### src/rtl/sram_cfg_row_controller.sv
// Row-granular programming/readback sequencer for an array of SRAM configuration cells.
//
// Accepts one write-row or read-row command at a time over a valid/ready handshake and
// turns it into a fixed strobe sequence on the array:
//   write : data setup -> one-cycle write strobe -> hold -> response  (resp in cycle 4)
//   read  : read enable (settle) -> read enable (sample) -> response  (resp in cycle 3)
//   bad address (>= ROWS): straight to response with resp_err, no strobes (resp in cycle 1)
// Cycle 0 is the cycle in which cmd_valid & cmd_ready are both high.
//
// Ports
//   clk, reset            clock; synchronous active-high reset
//   cmd_valid/cmd_ready   command handshake; ready only while idle and not in reset
//   cmd_op                0 = write row, 1 = read row
//   cmd_addr, cmd_wdata   target row and write data
//   resp_valid            one-cycle completion pulse, qualified by resp_err
//   resp_rdata            readback data; held until the next read, cleared on write/error
//   row_write/_writeN     per-row write strobe pair (registered)
//   row_read/_readN       per-row read enable pair (registered)
//   col_bitWrite          shared column write data (registered, 0 outside a write)
//   col_bitRead           shared column read bus from the selected row; X/Z read as 0
module sram_cfg_row_controller #(
  parameter int unsigned ROWS   = 8,
  parameter int unsigned COLS   = 16,
  parameter int unsigned ADDR_W = 3
) (
  input  logic              clk,
  input  logic              reset,
  input  logic              cmd_valid,
  output logic              cmd_ready,
  input  logic              cmd_op,
  input  logic [ADDR_W-1:0] cmd_addr,
  input  logic [COLS-1:0]   cmd_wdata,
  output logic              resp_valid,
  output logic              resp_err,
  output logic [COLS-1:0]   resp_rdata,
  output logic [ROWS-1:0]   row_write,
  output logic [ROWS-1:0]   row_writeN,
  output logic [ROWS-1:0]   row_read,
  output logic [ROWS-1:0]   row_readN,
  output logic [COLS-1:0]   col_bitWrite,
  input  logic [COLS-1:0]   col_bitRead
);

  typedef enum logic [2:0] {
    StIdle,
    StWrSetup,
    StWrStrobe,
    StWrHold,
    StRdDrive,
    StRdSample,
    StResp
  } state_e;

  state_e            state_q, state_d;
  logic [ADDR_W-1:0] addr_q, addr_d;
  logic [COLS-1:0]   wdata_q, wdata_d;
  logic              err_d;
  logic              handshake;
  logic              addr_oob;

  logic [ROWS-1:0]   row_oh_d;
  logic [ROWS-1:0]   row_write_q, row_write_d;
  logic [ROWS-1:0]   row_read_q, row_read_d;
  logic [COLS-1:0]   col_wr_q, col_wr_d;
  logic              resp_valid_q, resp_valid_d;
  logic              resp_err_q, resp_err_d;
  logic [COLS-1:0]   resp_rdata_q, resp_rdata_d;
  logic [COLS-1:0]   rd_clean;

  assign cmd_ready = (state_q == StIdle) && !reset;
  assign handshake = cmd_valid && cmd_ready;
  assign addr_oob  = (32'(cmd_addr) >= ROWS);

  // Next state and latched command.
  always_comb begin
    state_d = state_q;
    addr_d  = addr_q;
    wdata_d = wdata_q;
    err_d   = 1'b0;
    unique case (state_q)
      StIdle: begin
        if (handshake) begin
          addr_d  = cmd_addr;
          wdata_d = cmd_wdata;
          if (addr_oob) begin
            state_d = StResp;
            err_d   = 1'b1;
          end else if (cmd_op) begin
            state_d = StRdDrive;
          end else begin
            state_d = StWrSetup;
          end
        end
      end
      StWrSetup:  state_d = StWrStrobe;
      StWrStrobe: state_d = StWrHold;
      StWrHold:   state_d = StResp;
      StRdDrive:  state_d = StRdSample;
      StRdSample: state_d = StResp;
      StResp:     state_d = StIdle;
      default:    state_d = StIdle;
    endcase
  end

  // Row select decoded from the address that will be current next cycle, so the
  // registered strobes line up with the state they belong to.
  always_comb begin
    row_oh_d = '0;
    for (int unsigned i = 0; i < ROWS; i++) begin
      row_oh_d[i] = (addr_d == ADDR_W'(i));
    end
  end

  // Undriven or unknown bus bits read as 0.
  always_comb begin
    rd_clean = '0;
    for (int unsigned i = 0; i < COLS; i++) begin
      rd_clean[i] = (col_bitRead[i] === 1'b1);
    end
  end

  // Registered outputs computed from the next state.
  always_comb begin
    row_write_d  = '0;
    row_read_d   = '0;
    col_wr_d     = '0;
    resp_valid_d = (state_d == StResp);
    resp_err_d   = err_d;
    resp_rdata_d = resp_rdata_q;
    if (state_d == StWrStrobe) begin
      row_write_d = row_oh_d;
    end
    if ((state_d == StRdDrive) || (state_d == StRdSample)) begin
      row_read_d = row_oh_d;
    end
    if ((state_d == StWrSetup) || (state_d == StWrStrobe) || (state_d == StWrHold)) begin
      col_wr_d = wdata_d;
    end
    if (state_q == StRdSample) begin
      resp_rdata_d = rd_clean;
    end else if (state_d == StResp) begin
      resp_rdata_d = '0;
    end
  end

  always_ff @(posedge clk) begin
    if (reset) begin
      state_q      <= StIdle;
      addr_q       <= '0;
      wdata_q      <= '0;
      row_write_q  <= '0;
      row_read_q   <= '0;
      col_wr_q     <= '0;
      resp_valid_q <= 1'b0;
      resp_err_q   <= 1'b0;
      resp_rdata_q <= '0;
    end else begin
      state_q      <= state_d;
      addr_q       <= addr_d;
      wdata_q      <= wdata_d;
      row_write_q  <= row_write_d;
      row_read_q   <= row_read_d;
      col_wr_q     <= col_wr_d;
      resp_valid_q <= resp_valid_d;
      resp_err_q   <= resp_err_d;
      resp_rdata_q <= resp_rdata_d;
    end
  end

  // Active-low copies are the inverse of the same flops, so the pairs can never disagree.
  assign row_write    = row_write_q;
  assign row_writeN   = ~row_write_q;
  assign row_read     = row_read_q;
  assign row_readN    = ~row_read_q;
  assign col_bitWrite = col_wr_q;
  assign resp_valid   = resp_valid_q;
  assign resp_err     = resp_err_q;
  assign resp_rdata   = resp_rdata_q;

endmodule

### config.mk
export PLATFORM = sky130hd
export DESIGN_NAME = sram_cfg_row_controller
export DESIGN_NICKNAME = d
export VERILOG_FILES = /design/src/rtl/sram_cfg_row_controller.sv
export SDC_FILE = /design/constraint.sdc
export NUM_CORES = 1
export LEC_CHECK = 0
export CORE_ASPECT_RATIO = 0.8
export CORE_UTILIZATION = 48
export DETAILED_ROUTE_END_ITERATION = 16
export GPL_TIMING_DRIVEN = 0
export MAX_ROUTING_LAYER = met4
export PLACE_DENSITY = 0.89
export SKIP_CTS_REPAIR_TIMING = 1
export SYNTH_ARGS = -nofsm -noshare
export SYNTH_HDL_FRONTEND = slang
export SYNTH_SLANG_ARGS = --single-unit
### constraint.sdc
create_clock -name clk -period 3.57 [get_ports clk]
set_input_delay 1.071 -clock clk [delete_from_list [all_inputs] [get_ports clk]]
set_output_delay 1.071 -clock clk [all_outputs]
set_load 0.05 [all_outputs]
==> results of run 1 <==
==> cell families after synthesis <==
group,share of synthesized area [%]
other,0.126
AO/OA/AOI/OAI,25.4
XOR/XNOR,0.295
flip-flops,47.9
buffers and inverters,8.26
AND/OR/NAND/NOR,18.0
==> state kept, by name, indices dropped and copies added, names as in the netlist <==
register and count:
addr_q 3, resp_rdata 16, col_bitWrite 16, row_read 8, resp_valid 1, wdata_q 16, row_write 8, state_q 3
==> layer usage <==
metal / part of all wire (%) / GRT usage (%) / vias to the layer above
li1: - / - / 1466
met5: 0 / - / -
met3: 7.5 / 5.24 / 15
met2: 48 / 42.9 / 167
met1: 43 / 32.0 / 1416
met4: 1.8 / 12.5 / 0
==> Yosys cell counts, drive strengths merged (2+ instances only) <==
| library cell | instances |
|---|---|
| a211o | 2 |
| a21o | 18 |
| a21oi | 53 |
| a221oi | 16 |
| buf | 12 |
| clkbuf | 22 |
| dfxtp | 71 |
| inv | 21 |
| nand2 | 18 |
| nand2b | 17 |
| nand3 | 39 |
| nand4 | 3 |
| nand4b | 3 |
| nor2 | 3 |
| nor2b | 3 |
| nor3 | 2 |
| o2111ai | 6 |
| o211ai | 3 |
| o21ai | 19 |
| o21bai | 2 |
| or3 | 3 |
| or4 | 3 |
==> final cells by class <==
| class | instances | area [µm²] |
|---|---|---|
| fillers | 449 | 1630 |
| flip-flops and latches | 71 | 1420 |
| multi-input cells | 221 | 1300 |
| repair buffers | 103 | 1030 |
| plain buffers | 33 | 161 |
| clock buffers | 11 | 141 |
| well taps | 81 | 101 |
| clock inverters | 5 | 81.3 |
| inverters | 21 | 81.3 |
==> final timing paths <==
kind / startpoint / end / cells past startpoint
max: reset / cmd_ready / 4
min: resp_rdata[5] / resp_rdata[5] / 2
max reg2reg: state_q[1] / col_bitWrite[10] / 5
min reg2reg: resp_rdata[5] / resp_rdata[5] / 2
==> worst reg2reg max path, delay by kind of cell, from the launching register on <==
family                 cells  cell delay, ns
DFF                        1            0.31
AOI/OAI and AO/OA          2            0.53
and+or+nand+nor            1            0.55
buffers and inverters      2            0.38
==> power by group <==
group	switching [W]	total (W)	internal [W]
clock network	0.000304	0.000717	0.000413
logic	0.000276	0.000435	0.000159
registers	0.0000224	0.000852	0.000829
total	0.000603	0.00200	0.00140
==> through the flow <==
step	utilization (%)	setup slack, ns
2_1_floorplan	-	0.540
3_3_place_gp	69.0	-0.689
3_5_place_dp	69.0	-0.715
4_1_cts	72.7	-0.720
5_1_grt	72.7	0.0193
6_report	72.7	0.0559
==> impl_metrics.csv, run 1 <==
group,metric,value,unit
clock_network,cts_tree,"yes",
sta,fmax,285,MHz
setup_path,crit_fanout,15,
routing,wl_per_cell,15.0,µm
setup_path,path_cells,"clkdlybuf4s50_1 > or4_4 > inv_4 > buf_4",
cells_and_area,layout_common_cells,"clkdlybuf4s50_1, dfxtp_1, a21oi_1",
setup_path,required,2.50,ns
floorplanning,die-width,89.9,µm
placed_design,dp_cells,531,
clock_network,cts_buffers,9,
grt,grt_pass1_wl,13200,µm
clock_network,root_buffer,"clkbuf_8",
clock_network,clk_pin_slew,0.07,ns
floorplanning,io_pins,106,
cells_and_area,drive_gt1_share,5.81,%
run,cap_violations,0,
logic_synthesis,synth.largest_area_cell,"dfxtp_1",
setup_path,arrival,2.44,ns
worst_hold_path,hold_class,"reg -> reg",
sta,worst_pin_slew,0.547,ns
logic_synthesis,synthesis.area,2970,µm²
routing,drt_iter0_markers,191,
logic_synthesis,synth_edf_count,0,
sta,clock_skew,0.00430,ns
cells_and_area,n_antenna_cell,0,
setup_path,crit_type,"in -> out",
power_and_ir_drop,power_density,464,nW/µm²
status,status,"complete, no violations",
cells_and_area,final_cells,546,
cells_and_area,mostFrequentLayoutCell,"clkdlybuf4s50_1",
grt,grt_antenna_before_repair,0,
setup_path,crit_path_top_delay_cell,"or4_4",
floorplanning,fp.dieArea,6500,µm²
sta,finalCriticalPeriod,3.51,ns
routing,routed_via_density,5.61,
cells_and_area,nets,499,
logic_synthesis,ys_types,35,
routing,routed-via-count,3064,
setup_path,max_stage_delay,0.49,ns
sta,slew_headroom,63.5,%
logic_synthesis,yosys_warnings,0,
cells_and_area,fin_area,4320,µm²
grt,grt_max_degree,13,
clock_network,clock-sinks,71,
clock_network,cts_buffer_depth,2,
sta,period_share,98.4,%
placed_design,gp_congestion,0.868,
logic_synthesis,synthFlopType,"dfxtp_1",
power_and_ir_drop,power,0.00200,W
logic_synthesis,yosys_register_bits,71,
floorplanning,die_y,72.3,µm
cells_and_area,area_growth_syn_to_layout,45.5,%
logic_synthesis,synth_nets,386,
grt,gr-total-overflow,0,
setup_path,crit_buf_inv,3,
power_and_ir_drop,p_leak,1.42,nW
setup_path,start_kind,"input port",
placed_design,dp_hpwl,5780,µm
logic_synthesis,syn_inst,347,
logic_synthesis,yosysTopAreaCellShare,47.9,%
sta,setup-tns-final,0,ns
floorplanning,rows,25,
setup_path,r2r_slack,1.66,ns
sta,final_max_slew_viol_count,0,
placed_design,portBuffers,103,
sta,finalHoldViolations,0,
grt,grt_pass1_vias,2818,
routing,wirelength,8180,µm
routing,dr.pass1.iters,7,
routing,drc,0,
setup_path,cp-end-kind,"output pin",
power_and_ir_drop,ir_drop,296,µV
setup_path,crit_family,"buffers and inverters",
floorplanning,core-area,5940,µm²
sta,timing.hold.ws,0.476,ns
clock_network,worstSkewPairLatency,0.34,ns
grt,grt_usage,26.4,%
logic_synthesis,async_flop_share,0,%
sta,rsz0062_at_grt,"no",
floorplanning,start_util,49.9,%
logic_synthesis,ys_seq_area_share,47.9,%
logic_synthesis,avgSynthCellArea,8.55,µm²
sta,setup_viol,0,
routing,drtAntennaViolNets,0,
logic_synthesis,synth.area.top_cells,"dfxtp_1, a21oi_1, nand3_1",
placed_design,dpl-instance-area,4100,µm²
clock_network,h-tree-depth,3,
No activity file was read; power rests on OpenSTA's default activity.
==> inputs of run 2 (changes only) <==
- ABC_AREA: default -> 1
- CORE_UTILIZATION: 48 -> 46
- SLEW_MARGIN: default -> 20
==> impl_metrics.csv, run 2 <==
group,metric,value,unit
setup_path,crit_fanout,10,
setup_path,rr_endpoint,"row_read[1]",
sta,finalCriticalPeriod,3.39,ns
setup_path,r2r_slack,2.16,ns
setup_path,required,2.50,ns
sta,finalHoldViolations,0,
routing,drtAntennaViolNets,0,
routing,wirelength,5880,µm
logic_synthesis,avgSynthCellArea,8.27,µm²
power_and_ir_drop,swShare,29.2,%
logic_synthesis,async_flop_share,0,%
grt,grt_pass1_wl,9930,µm
clock_network,root_buffer,"clkbuf_8",
power_and_ir_drop,intPower,0.00128,W
cells_and_area,area_growth_syn_to_layout,49.7,%
logic_synthesis,synth_common_cells,"dfxtp_1, nor2_1, nand2_1",
sta,rsz0062_at_grt,"no",
placed_design,gp_congestion,0.818,
power_and_ir_drop,combPwrFrac,22.0,%
clock_network,worstSkewPairLatency,0.34,ns
power_and_ir_drop,p_seq_share,47.3,%
logic_synthesis,ys_types,24,
grt,gr-total-overflow,0,
logic_synthesis,synthFlopType,"dfxtp_1",
clock_network,cts_tree,"yes",
status,status,"complete, no violations",
run,cap_violations,0,
logic_synthesis,synth_nets,354,
setup_path,reg2reg_depth,6,
setup_path,r2r-start,"state_q[2]",
clock_network,h-tree-depth,3,
cells_and_area,mostFrequentLayoutCell,"clkdlybuf4s50_1",
floorplanning,die-width,86.1,µm
sta,setup_viol,0,
logic_synthesis,synth.largest_area_cell,"dfxtp_1",
logic_synthesis,synthesis.area,2600,µm²
cells_and_area,nets,468,
power_and_ir_drop,ir_drop,332,µV
routing,drt_iter0_markers,60,
logic_synthesis,synth.area.top_cells,"dfxtp_1, nor2_1, nand2_1",
logic_synthesis,yosysMostFrequentCell,"dfxtp_1",
power_and_ir_drop,power,0.00181,W
floorplanning,io_pins,106,
floorplanning,fp.dieArea,5970,µm²
grt,grt_max_degree,11,
sta,clock_skew,0.00598,ns
sta,worst_pin_slew,0.531,ns
cells_and_area,nFillCells,456,
sta,slew_headroom,64.5,%
clock_network,cts_buffer_depth,2,
grt,grt_pass1_vias,2265,
routing,drc,0,
setup_path,crit_type,"in -> out",
power_and_ir_drop,power_density,463,nW/µm²
floorplanning,core-area,5470,µm²
grt,grt_antenna_before_repair,0,
logic_synthesis,yosys_warnings,0,
floorplanning,start_util,47.7,%
power_and_ir_drop,p_leak,1.54,nW
routing,routed_via_density,4.64,
power_and_ir_drop,p_switching,0.000527,W
worst_hold_path,hold_class,"reg -> reg",
cells_and_area,final_core_util,71.3,%
placed_design,portBuffers,103,
routing,routed-via-count,2360,
routing,dr.pass1.iters,4,
worst_hold_path,min_to,"resp_rdata[11]",
cells_and_area,drive_gt1_share,12.5,%
placed_design,dp_hpwl,4400,µm
floorplanning,die_y,69.3,µm
clock_network,clk_pin_slew,0.06,ns
floorplanning,rows,24,
grt,grt_usage,22.0,%
cells_and_area,layout_common_cells,"clkdlybuf4s50_1, dfxtp_1, nor2_1",
sta,final_max_slew_viol_count,0,
routing,wl_per_cell,11.5,µm
setup_path,start_kind,"input port",
worst_hold_path,min_from,"resp_rdata[11]",
power_and_ir_drop,clockPowerShare,30.6,%
clock_network,clock-sinks,71,
sta,period_share,95.0,%
setup_path,cp-end-kind,"output pin",
sta,fmax,295,MHz
logic_synthesis,synth_edf_count,0,
logic_synthesis,yosys_register_bits,71,
setup_path,arrival,2.32,ns
logic_synthesis,yosysTopAreaCellShare,54.6,%
worst_hold_path,hold-path-cell-count,2,
logic_synthesis,syn_inst,315,
logic_synthesis,ys_seq_area_share,54.6,%
clock_network,cts_buffers,9,
cells_and_area,n_antenna_cell,0,
-- run 2: cell types whose count changed in the layout (fill, tap and decap cells not counted), sizes merged, moves of 18 or more --
cell | before | now
nor2 | 3 | 58
a21oi | 53 | 18
nand2 | 18 | 52
inv | 21 | 44
a21o | 18 | 0
clkbuf | 33 | 15
-- run 2: cell families after synthesis --
logic type             Yosys count  synth area share (%)
AO/OA/AOI/OAI                   36                  8.50
flip-flops                      71                  54.6
buffers and inverters           60                  10.8
AND/OR/NAND/NOR                147                  26.0
other                            1                 0.144
-- run 2: how the worst max path moves through the flow --
stage                     slack, ns  cells past startpoint   from        end
final                          0.18                      4  reset  cmd_ready
after global routing           0.12                      4  reset  cmd_ready
after CTS                     -0.37                      4  reset  cmd_ready
after detailed placement      -0.34                      4  reset  cmd_ready
after global placement        -0.30                      4  reset  cmd_ready
after floorplan                0.19                      2  reset  cmd_ready
-- run 2: critical path: stages --
cell             delay, ns
clkdlybuf4s50_1       0.51
buf_2                 0.23
nor3_1                0.19
clkbuf_2              0.32
-- run 2: through the flow --
| step | hold slack, ns | instances | cell area [µm²] | setup slack [ns] | TNS (ns) |
|---|---|---|---|---|---|
| after floorplan | 0.500 | 315 | 2610 | 0.189 | 0 |
| after detailed placement | 0.450 | 496 | 3730 | -0.340 | -0.340 |
| final | 0.458 | 509 | 3900 | 0.179 | 0 |
| after global placement | 0.447 | 496 | 3730 | -0.305 | -0.305 |
| after global routing | 0.486 | 509 | 3900 | 0.119 | 0 |
| after CTS | 0.460 | 509 | 3900 | -0.371 | -0.371 |
-- run 2: layout make-up --
cell class                      count  area [µm²]  area share (%)
Tap cell                           78        97.6            2.50
Multi-Input combinational cell    184         903            23.2
Buffer                             16         115            2.95
Sequential cell                    71        1420            36.5
Inverter                           44         165            4.24
Clock buffer                       12         165            4.24
Timing Repair Buffer              103        1030            26.3
Clock inverter                      1        5.00           0.128
-- run 2: layer usage --
layer / wire [µm] / global-route usage (%) / up-vias
li1: - / - / 1203
met1: 2390 / 23.5 / 1063
met2: 2900 / 36.9 / 88
met3: 514 / 9.05 / 6
met4: 63 / 6.85 / 0
met5: 0 / - / -
-- run 2: power by group through the flow --
stage / registers, W / clock network, W / logic, W
floorplan: 0.000929 / 0 / 0.000214
global placement: 0.000872 / 0 / 0.000390
detailed placement: 0.000872 / 0 / 0.000400
CTS: 0.000855 / 0.000573 / 0.000402
global route: 0.000859 / 0.000603 / 0.000436
finish: 0.000855 / 0.000553 / 0.000398
==> inputs of run 3 (changes only) <==
- CORE_ASPECT_RATIO: 0.8 -> 1.75
==> impl_metrics.csv, run 3 (synthesis gave the netlist of run 2 again) <==
group,metric,value,unit
placed_design,dpl-instance-area,3730,µm²
run,cap_violations,0,
setup_path,crit_family,"buffers and inverters",
floorplanning,core-area,5340,µm²
setup_path,crit_buf_inv,3,
setup_path,reg2reg_depth,8,
sta,finalCriticalPeriod,3.50,ns
floorplanning,die_y,102,µm
setup_path,crit_type,"in -> out",
setup_path,start_kind,"input port",
floorplanning,rows,35,
cells_and_area,layout_common_cells,"clkdlybuf4s50_1, dfxtp_1, nor2_1",
routing,dr.pass1.iters,4,
placed_design,portBuffers,103,
sta,slew_headroom,63.6,%
cells_and_area,area_growth_syn_to_layout,50.7,%
grt,grt_max_degree,12,
grt,grt_antenna_before_repair,0,
routing,routed-via-count,2419,
sta,setup-tns-final,0,ns
cells_and_area,fin_area,3930,µm²
clock_network,root_buffer,"clkbuf_8",
setup_path,r2r-start,"state_q[0]",
routing,routed_via_density,4.76,
placed_design,gp_congestion,0.811,
cells_and_area,n_antenna_cell,0,
sta,fmax,286,MHz
placed_design,dp_hpwl,4610,µm
clock_network,clock-sinks,71,
power_and_ir_drop,ir_drop,302,µV
routing,drc,0,
sta,finalHoldViolations,0,
setup_path,cp-end-kind,"output pin",
status,status,"complete, no violations",
clock_network,cts_buffers,9,
floorplanning,io_pins,106,
sta,clock_skew,0.00402,ns
cells_and_area,mostFrequentLayoutCell,"clkdlybuf4s50_1",
routing,wirelength,6390,µm
clock_network,worstSkewPairLatency,0.34,ns
setup_path,r2r_slack,2.11,ns
worst_hold_path,hold-path-cell-count,2,
clock_network,cts_tree,"yes",
grt,grt_usage,23.7,%
power_and_ir_drop,power_density,475,nW/µm²
floorplanning,start_util,48.8,%
setup_path,rr_endpoint,"resp_rdata[2]",
floorplanning,fp.dieArea,5980,µm²
setup_path,crit_path_top_delay_cell,"clkdlybuf4s50_1",
worst_hold_path,hold_class,"reg -> reg",
clock_network,clk_pin_slew,0.07,ns
setup_path,crit_fanout,10,
sta,timing.hold.ws,0.464,ns
setup_path,arrival,2.43,ns
routing,drtAntennaViolNets,0,
setup_path,required,2.50,ns
cells_and_area,drive_gt1_share,12.7,%
sta,period_share,98.0,%
routing,wl_per_cell,12.6,µm
cells_and_area,nets,468,
clock_network,cts_buffer_depth,2,
grt,grt_pass1_wl,10100,µm
sta,setup_viol,0,
grt,grt_pass1_vias,2285,
worst_hold_path,min_to,"resp_rdata[10]",
sta,worst_pin_slew,0.544,ns
routing,drt_iter0_markers,89,
setup_path,path_cells,"clkdlybuf4s50_1 > buf_2 > nor3_1 > dlymetal6s2s_1",
worst_hold_path,min_from,"resp_rdata[10]",
sta,final_max_slew_viol_count,0,
floorplanning,die-width,58.9,µm
setup_path,max_stage_delay,0.50,ns
power_and_ir_drop,p_leak,1.56,nW
sta,rsz0062_at_grt,"no",
clock_network,h-tree-depth,3,
grt,gr-total-overflow,0,
==> run 3: cell count changes in the layout (fill, tap and decap cells not counted) <==
| cell | delta |
|---|---|
| dlymetal6s2s_1 | +1 |
| clkbuf_8 | +1 |
| clkbuf_2 | -1 |
| clkbuf_1 | +1 |
| clkinvlp_4 | +1 |
==> run 3: area by class of cell <==
class / instances / area (µm²)
clock buffers: 14 / 183
fillers: 431 / 1420
plain buffers: 16 / 115
clock inverters: 2 / 12.5
inverters: 44 / 165
multi-input cells: 184 / 903
flip-flops and latches: 71 / 1420
well taps: 74 / 92.6
repair buffers: 103 / 1030
==> run 3: metrics by stage <==
step / cells / utilization [%] / setup slack [ns] / power (W)
finish: 508 / 73.5 / 0.0698 / 0.00186
floorplan: 315 / - / 0.189 / 0.00114
global placement: 492 / 69.8 / -0.289 / 0.00126
detailed placement: 492 / 69.8 / -0.300 / 0.00128
CTS: 508 / 73.4 / -0.305 / 0.00188
global route: 508 / 73.5 / 0.0323 / 0.00195
==> run 3: worst max-delay path by stage <==
stage / from / cells past startpoint / end
2_1_floorplan: reset / 2 / cmd_ready
5_1_grt: reset / 4 / cmd_ready
4_1_cts: reset / 4 / cmd_ready
3_5_place_dp: reset / 4 / cmd_ready
3_3_place_gp: reset / 4 / cmd_ready
6_report: reset / 4 / cmd_ready
==> run 3: power breakdown <==
part | leakage [nW] | switching (W) | internal, W
clock network | 0.0987 | 0.000278 | 0.000328
registers | 0.576 | 0.0000180 | 0.000837
logic | 0.881 | 0.000255 | 0.000149
==> run 3: worst reg2reg max path, stage by stage, from the launching register on <==
cell     delay, ns
dfxtp_1       0.41
inv_2         0.10
nor2_4        0.22
nand2_1       0.12
o21ai_2       0.10
inv_2         0.12
buf_6         0.16
nand2_1       0.05
a21oi_1       0.06
==> run 3: layer usage <==
| metal | vias up | track usage (%) | wire length (µm) | share of wire [%] |
|---|---|---|---|---|
| met5 | - | - | 0 | 0 |
| met4 | 0 | 12.5 | 142 | 2.2 |
| met3 | 12 | 6.13 | 359 | 5.6 |
| met2 | 96 | 42.8 | 3570 | 56 |
| met1 | 1108 | 22.0 | 2320 | 36 |
| li1 | 1203 | - | - | - |
